**config.mk**
```make
export PLATFORM = sky130hd
export DESIGN_NAME = presyn_spike_buffer
export DESIGN_NICKNAME = d
export VERILOG_FILES = /design/src/rtl/kitten_spike_pkg.sv /design/src/rtl/presyn_fifo_ram.sv /design/src/rtl/presyn_spike_buffer.sv
export SDC_FILE = /design/constraint.sdc
export NUM_CORES = 1
export LEC_CHECK = 0
export ABC_CLOCK_PERIOD_IN_PS = 4120
export CAP_MARGIN = 20
export CORE_MARGIN = 5
export CORE_UTILIZATION = 63
export DETAILED_ROUTE_END_ITERATION = 8
export DONT_BUFFER_PORTS = 1
export GPL_TIMING_DRIVEN = 1
export PLACE_DENSITY_LB_ADDON = 0.08
export SLEW_MARGIN = 0
export SYNTH_ARGS = -nofsm -noshare
export SYNTH_HDL_FRONTEND = slang
export SYNTH_SLANG_ARGS = --single-unit
```
**constraint.sdc**
```tcl
create_clock -name clk -period 4.12 [get_ports clk]
set_input_delay 0.206 -clock clk [delete_from_list [all_inputs] [get_ports clk]]
set_output_delay 0.206 -clock clk [all_outputs]
set_load 0.02 [all_outputs]
```
**src/rtl/kitten_spike_pkg.sv**
```systemverilog
// Shared spike event types for the unpacker, presynaptic buffer and tile.
// Provides the event index width, the packed event struct and a builder.
package kitten_spike_pkg;

    localparam int SPIKE_IDX_W = 16;

    typedef struct packed {
        logic [SPIKE_IDX_W-1:0] idx;
        logic                   bit_v;
    } spike_event_t;

    localparam int SPIKE_EV_W = $bits(spike_event_t);

    function automatic spike_event_t make_event(
        input logic [SPIKE_IDX_W-1:0] idx,
        input logic                   bit_v
    );
        spike_event_t ev;
        ev.idx   = idx;
        ev.bit_v = bit_v;
        return ev;
    endfunction

endpackage

```
**src/rtl/presyn_fifo_ram.sv**
```systemverilog
// DEPTH x spike_event_t register array: synchronous write, async read.
// Ports: clk, we/waddr/wdata write port, raddr/rdata read port.
module presyn_fifo_ram
    import kitten_spike_pkg::*;
#(
    parameter int DEPTH = 16,
    localparam int AW = $clog2(DEPTH)
) (
    input  logic                  clk,
    input  logic                  we,
    input  logic [AW-1:0]         waddr,
    input  logic [SPIKE_EV_W-1:0] wdata,
    input  logic [AW-1:0]         raddr,
    output logic [SPIKE_EV_W-1:0] rdata
);

    // Contents are never reset; stale entries are masked by occupancy.
    spike_event_t mem [DEPTH];

    always_ff @(posedge clk) begin
        if (we) begin
            mem[waddr] <= spike_event_t'(wdata);
        end
    end

    assign rdata = mem[raddr];

endmodule

```
**src/rtl/presyn_spike_buffer.sv**
```systemverilog
// Elastic FWFT buffer between axis_spike_unpack and the tile presyn port.
// Ports: clk, rst_n (async low); i_spike_valid/idx/bit valid-only input;
//   o_spike_ready (count <= DEPTH-2); m_presyn_valid/idx/bit/ready head
//   handshake; o_count occupancy; o_overflow sticky drop flag cleared by
//   i_clear_overflow. Option macro PRESYN_DROP_ZERO_EN drops bit-0 events.
module presyn_spike_buffer
    import kitten_spike_pkg::*;
#(
    parameter int DEPTH     = 16,
    parameter int IDX_WIDTH = SPIKE_IDX_W
) (
    input  logic                     clk,
    input  logic                     rst_n,
    input  logic                     i_spike_valid,
    input  logic [IDX_WIDTH-1:0]     i_spike_idx,
    input  logic                     i_spike_bit,
    output logic                     o_spike_ready,
    output logic                     m_presyn_valid,
    output logic [IDX_WIDTH-1:0]     m_presyn_idx,
    output logic                     m_presyn_bit,
    input  logic                     m_presyn_ready,
    output logic [$clog2(DEPTH):0]   o_count,
    output logic                     o_overflow,
    input  logic                     i_clear_overflow
);

    localparam int AW = $clog2(DEPTH);
    localparam int CW = AW + 1;
    localparam logic [CW-1:0] FULL_C  = CW'(DEPTH);
    localparam logic [CW-1:0] RDY_MAX = CW'(DEPTH - 2);
    localparam logic [CW-1:0] ONE_C   = CW'(1);
    localparam logic [AW-1:0] PSTEP   = AW'(1);

    logic [AW-1:0] wp_q;
    logic [AW-1:0] rp_q;
    logic [CW-1:0] count_q;
    logic          ovf_q;

    logic          push_req;
    logic          push_ok;
    logic          pop;
    logic          drop;
    logic [CW-1:0] count_d;
    logic          ovf_d;

    spike_event_t  wr_ev;
    spike_event_t  head;
    logic [SPIKE_EV_W-1:0] rd_raw;

    // Filtered-out events are not push attempts, so they never overflow.
`ifdef PRESYN_DROP_ZERO_EN
    assign push_req = i_spike_valid & i_spike_bit;
`else
    assign push_req = i_spike_valid;
`endif

    assign m_presyn_valid = (count_q != '0);
    assign pop            = m_presyn_valid & m_presyn_ready;

    // A full buffer still accepts when the head leaves in the same cycle;
    // the write lands in the slot the pop frees (wp == rp when full).
    assign push_ok = push_req & ((count_q != FULL_C) | pop);
    assign drop    = push_req & ~push_ok;

    assign o_spike_ready = (count_q <= RDY_MAX);

    always_comb begin
        count_d = count_q;
        unique case ({push_ok, pop})
            2'b10:   count_d = count_q + ONE_C;
            2'b01:   count_d = count_q - ONE_C;
            default: count_d = count_q;
        endcase
    end

    // A drop in the same cycle as a clear keeps the flag set.
    always_comb begin
        ovf_d = ovf_q;
        if (drop) begin
            ovf_d = 1'b1;
        end else if (i_clear_overflow) begin
            ovf_d = 1'b0;
        end
    end

    always_ff @(posedge clk or negedge rst_n) begin
        if (!rst_n) begin
            wp_q    <= '0;
            rp_q    <= '0;
            count_q <= '0;
            ovf_q   <= 1'b0;
        end else begin
            if (push_ok) begin
                wp_q <= wp_q + PSTEP;
            end
            if (pop) begin
                rp_q <= rp_q + PSTEP;
            end
            count_q <= count_d;
            ovf_q   <= ovf_d;
        end
    end

    assign wr_ev = make_event(i_spike_idx, i_spike_bit);

    presyn_fifo_ram #(
        .DEPTH (DEPTH)
    ) u_ram (
        .clk   (clk),
        .we    (push_ok),
        .waddr (wp_q),
        .wdata (wr_ev),
        .raddr (rp_q),
        .rdata (rd_raw)
    );

    assign head = spike_event_t'(rd_raw);

    // Head mux is forced to zero when empty so stale RAM never leaks out.
    // With the zero filter on, only bit-1 events are ever stored, so the
    // forwarded bit is 1 whenever valid.
    assign m_presyn_idx = m_presyn_valid ? head.idx : '0;
    assign m_presyn_bit = m_presyn_valid & head.bit_v;

    assign o_count    = count_q;
    assign o_overflow = ovf_q;

endmodule

```
==> results.sh <==
export IMPL_status="finished clean"
export IMPL_vias_per_cell=6.44
export IMPL_ant_nets=0
export IMPL_ctsResizeCount=0
export IMPL_multi_input_area_um2=2670
export IMPL_min_period_ns=3.19
export IMPL_drive_gt1_share_pct=32.6
export IMPL_synthTopCellsByCount="edfxtp_1 (272), mux4_2 (68), mux2_2 (19)"
export IMPL_drv_slew=0
export IMPL_required_ns=3.91
export IMPL_power_density_nw_per_um2=690
export IMPL_fin_area_um2=12700
export IMPL_root_buffer="clkbuf_16"
export IMPL_grt_pass1_vias=5443
export IMPL_finalCritPeriodShare_pct=77.4
export IMPL_cp_start_kind="register"
export IMPL_grt_start_max_net_pins=56
export IMPL_cp_slowest_cell="or4_4"
export IMPL_n_fill_cell=1047
export IMPL_end_kind="output pin"
export IMPL_cp_max_fo=17
export IMPL_drc=0
export IMPL_dr_pass1_iters=4
export IMPL_drv_cap=0
export IMPL_maxSlewHeadroom_pct=30.9
export IMPL_ys_seq_elements=286
export IMPL_critPathMaxStageDelay_ns=0.64
export IMPL_row_count=49
export IMPL_fmax_mhz=314
export IMPL_syn2layout_area_growth_pct=12.0
export IMPL_ios=47
export IMPL_power_leakage_uw=0.00413
export IMPL_dpl_cell_area_um2=11700
export IMPL_drt_iter0_drc=370
export IMPL_fin_tns_setup_ns=0
export IMPL_yosysTopAreaCellShare_pct=72.2
export IMPL_portBuffers=0
export IMPL_place_gp_congestion=0.724
export IMPL_initial_utilization_pct=63.4
export IMPL_synth_top_cell_by_area="edfxtp_1"
export IMPL_grt_util_all_layers_pct=22.7
export IMPL_synth_async_reset_ratio_pct=4.90
export IMPL_drt_wl_total_um=22600
export IMPL_nets=588
export IMPL_wl_per_cell_um=28.0
export IMPL_numCtsBuffers=27
export IMPL_synth_area_leaders="edfxtp_1 (72%), mux4_2 (14%), dfrtp_1 (3.1%)"
export IMPL_clk_path_buf_depth=3
export IMPL_total_power_uw=8740
export IMPL_clk_pin_slew_ns=0.06
export IMPL_ys_warn_count=0
export IMPL_core_area_um2=17800
export IMPL_syn_inst=516
export IMPL_synth_edf_count=272
export IMPL_htree_levels=1
export IMPL_cts_sinks=286
export IMPL_grt_setup_unrepaired="no"
export IMPL_worstPathArrival_ns=2.98
export IMPL_synthFlopType="edfxtp_1"
export IMPL_cts_tree="done"
export IMPL_critical_path_class="reg2out"
export IMPL_vdd_ir_drop_max_uv=634
export IMPL_synthDistinctLibCells=41
export IMPL_syn_num_nets=547
export IMPL_antenna_found_initial=0
export IMPL_vias=5183
export IMPL_yosysMostFrequentCell="edfxtp_1"
export IMPL_finClkSkew_ns=0.0130
export IMPL_die_area_um2=20700
export IMPL_syn_avg_cell_area_um2=21.9
export IMPL_hpwlAfterDp_um=12600
export IMPL_setup_viol_count_final=0
export IMPL_hold_class="in2reg"
export IMPL_die_h_um=144
export IMPL_syn_area_um2=11300
export IMPL_hold_viol=0
export IMPL_synth_seq_area_share_pct=75.3
export IMPL_worstMarginPinSlew_ns=1.04
export IMPL_clk_latency_ns=0.52
export IMPL_die_width_um=144
export IMPL_grt_pass1_wl_um=33800
export IMPL_regArea_um2=8530
export IMPL_grt_ovfl_total=0
export IMPL_diodes=0
export IMPL_path_cells="or4_4 > o211ai_4 > and2b_4 > a221o_1"
[cell usage in the layout, fill, tap and decap left out, types with 9 or more instances in the layout]
master / netlist / routed
a221o_1: 10 / 10
buf_4: 1 / 20
clkbuf_16: 0 / 27
dfrtp_1: 14 / 12
dlygate4sd3_1: 0 / 21
edfxtp_1: 272 / 272
ha_1: 9 / 9
mux2_2: 19 / 19
mux4_2: 68 / 68
nand2_1: 9 / 9
nor2_2: 0 / 12
[layout make-up]
type                            instances  share of cell area (%)
Inverter                                5                   0.148
Timing Repair Buffer                   41                    2.84
Clock inverter                         15                   0.750
Tap cell                              229                    2.26
Sequential cell                       286                    67.3
Clock buffer                           33                    5.67
Multi-Input combinational cell        196                    21.1
[worst paths after layout]
check | start | slack (ns) | endpoint | depth (start not counted)
max | o_count[2] | 0.93 | m_presyn_idx[12] | 4
min | m_presyn_ready | 0.04 | wp_q[0] | 2
max reg2reg | o_count[2] | 1.02 | o_count[2] | 10
min reg2reg | wp_q[1] | 0.63 | wp_q[3] | 2
max in group asynchronous | rst_n | 3.49 | rp_q[0] | 1
min in group asynchronous | rst_n | 0.16 | o_count[3] | 1
[state kept, by name, summed over array words and instances, names as in the netlist]
register    flops
u_ram.mem     272
o_count         5
rp_q            4
wp_q            4
o_overflow      1
[critical path: cells and delay by family, from the launching register on]
family           cells  cell delay (ns)
flip-flops           1             0.56
AND/OR/NAND/NOR      2             0.91
AO/OA/AOI/OAI        2             1.00
[layer usage]
layer	global-route usage, %	share of wire [%]
met5	0	0
met4	5.45	2.1
met3	3.74	6.4
met2	40.2	54
met1	29.9	38
[logic make-up after synthesis]
kind of cell	count (synthesis)	share of synthesized area, %
AO/OA/AOI/OAI	30	2.52
buffers and inverters	34	1.56
flip-flops	286	75.3
multiplexers	87	15.4
AND/OR/NAND/NOR	58	3.30
adder cells (fa/ha/maj)	9	0.995
XOR/XNOR	12	0.929
[report_power, final]
part,total [uW],internal [uW],switching [uW]
logic,2420,1200,1220
clock network,2280,1290,984
registers,4050,3530,517
total,8740,6020,2720
[metrics by stage]
| stage | setup slack (ns) | std cells | hold slack, ns | utilization [%] |
|---|---|---|---|---|
| finish | 0.933 | 805 | 0.0449 | 71.0 |
| global route | 0.756 | 805 | 0.0528 | 71.0 |
| CTS | 0.850 | 805 | 0.0223 | 71.0 |
| detailed placement | 1.07 | 736 | -0.0886 | 65.3 |
| global placement | 1.22 | 736 | -0.0888 | 65.3 |
| floorplan | 1.05 | 516 | -0.0896 | - |
[what timing repair did]
action                    4_1_cts  5_1_grt
hold buffers                   21        0
hold endpoints to repair      288        0
setup buffers                   0        0
Note: power is estimated with default switching activity, not from simulation.
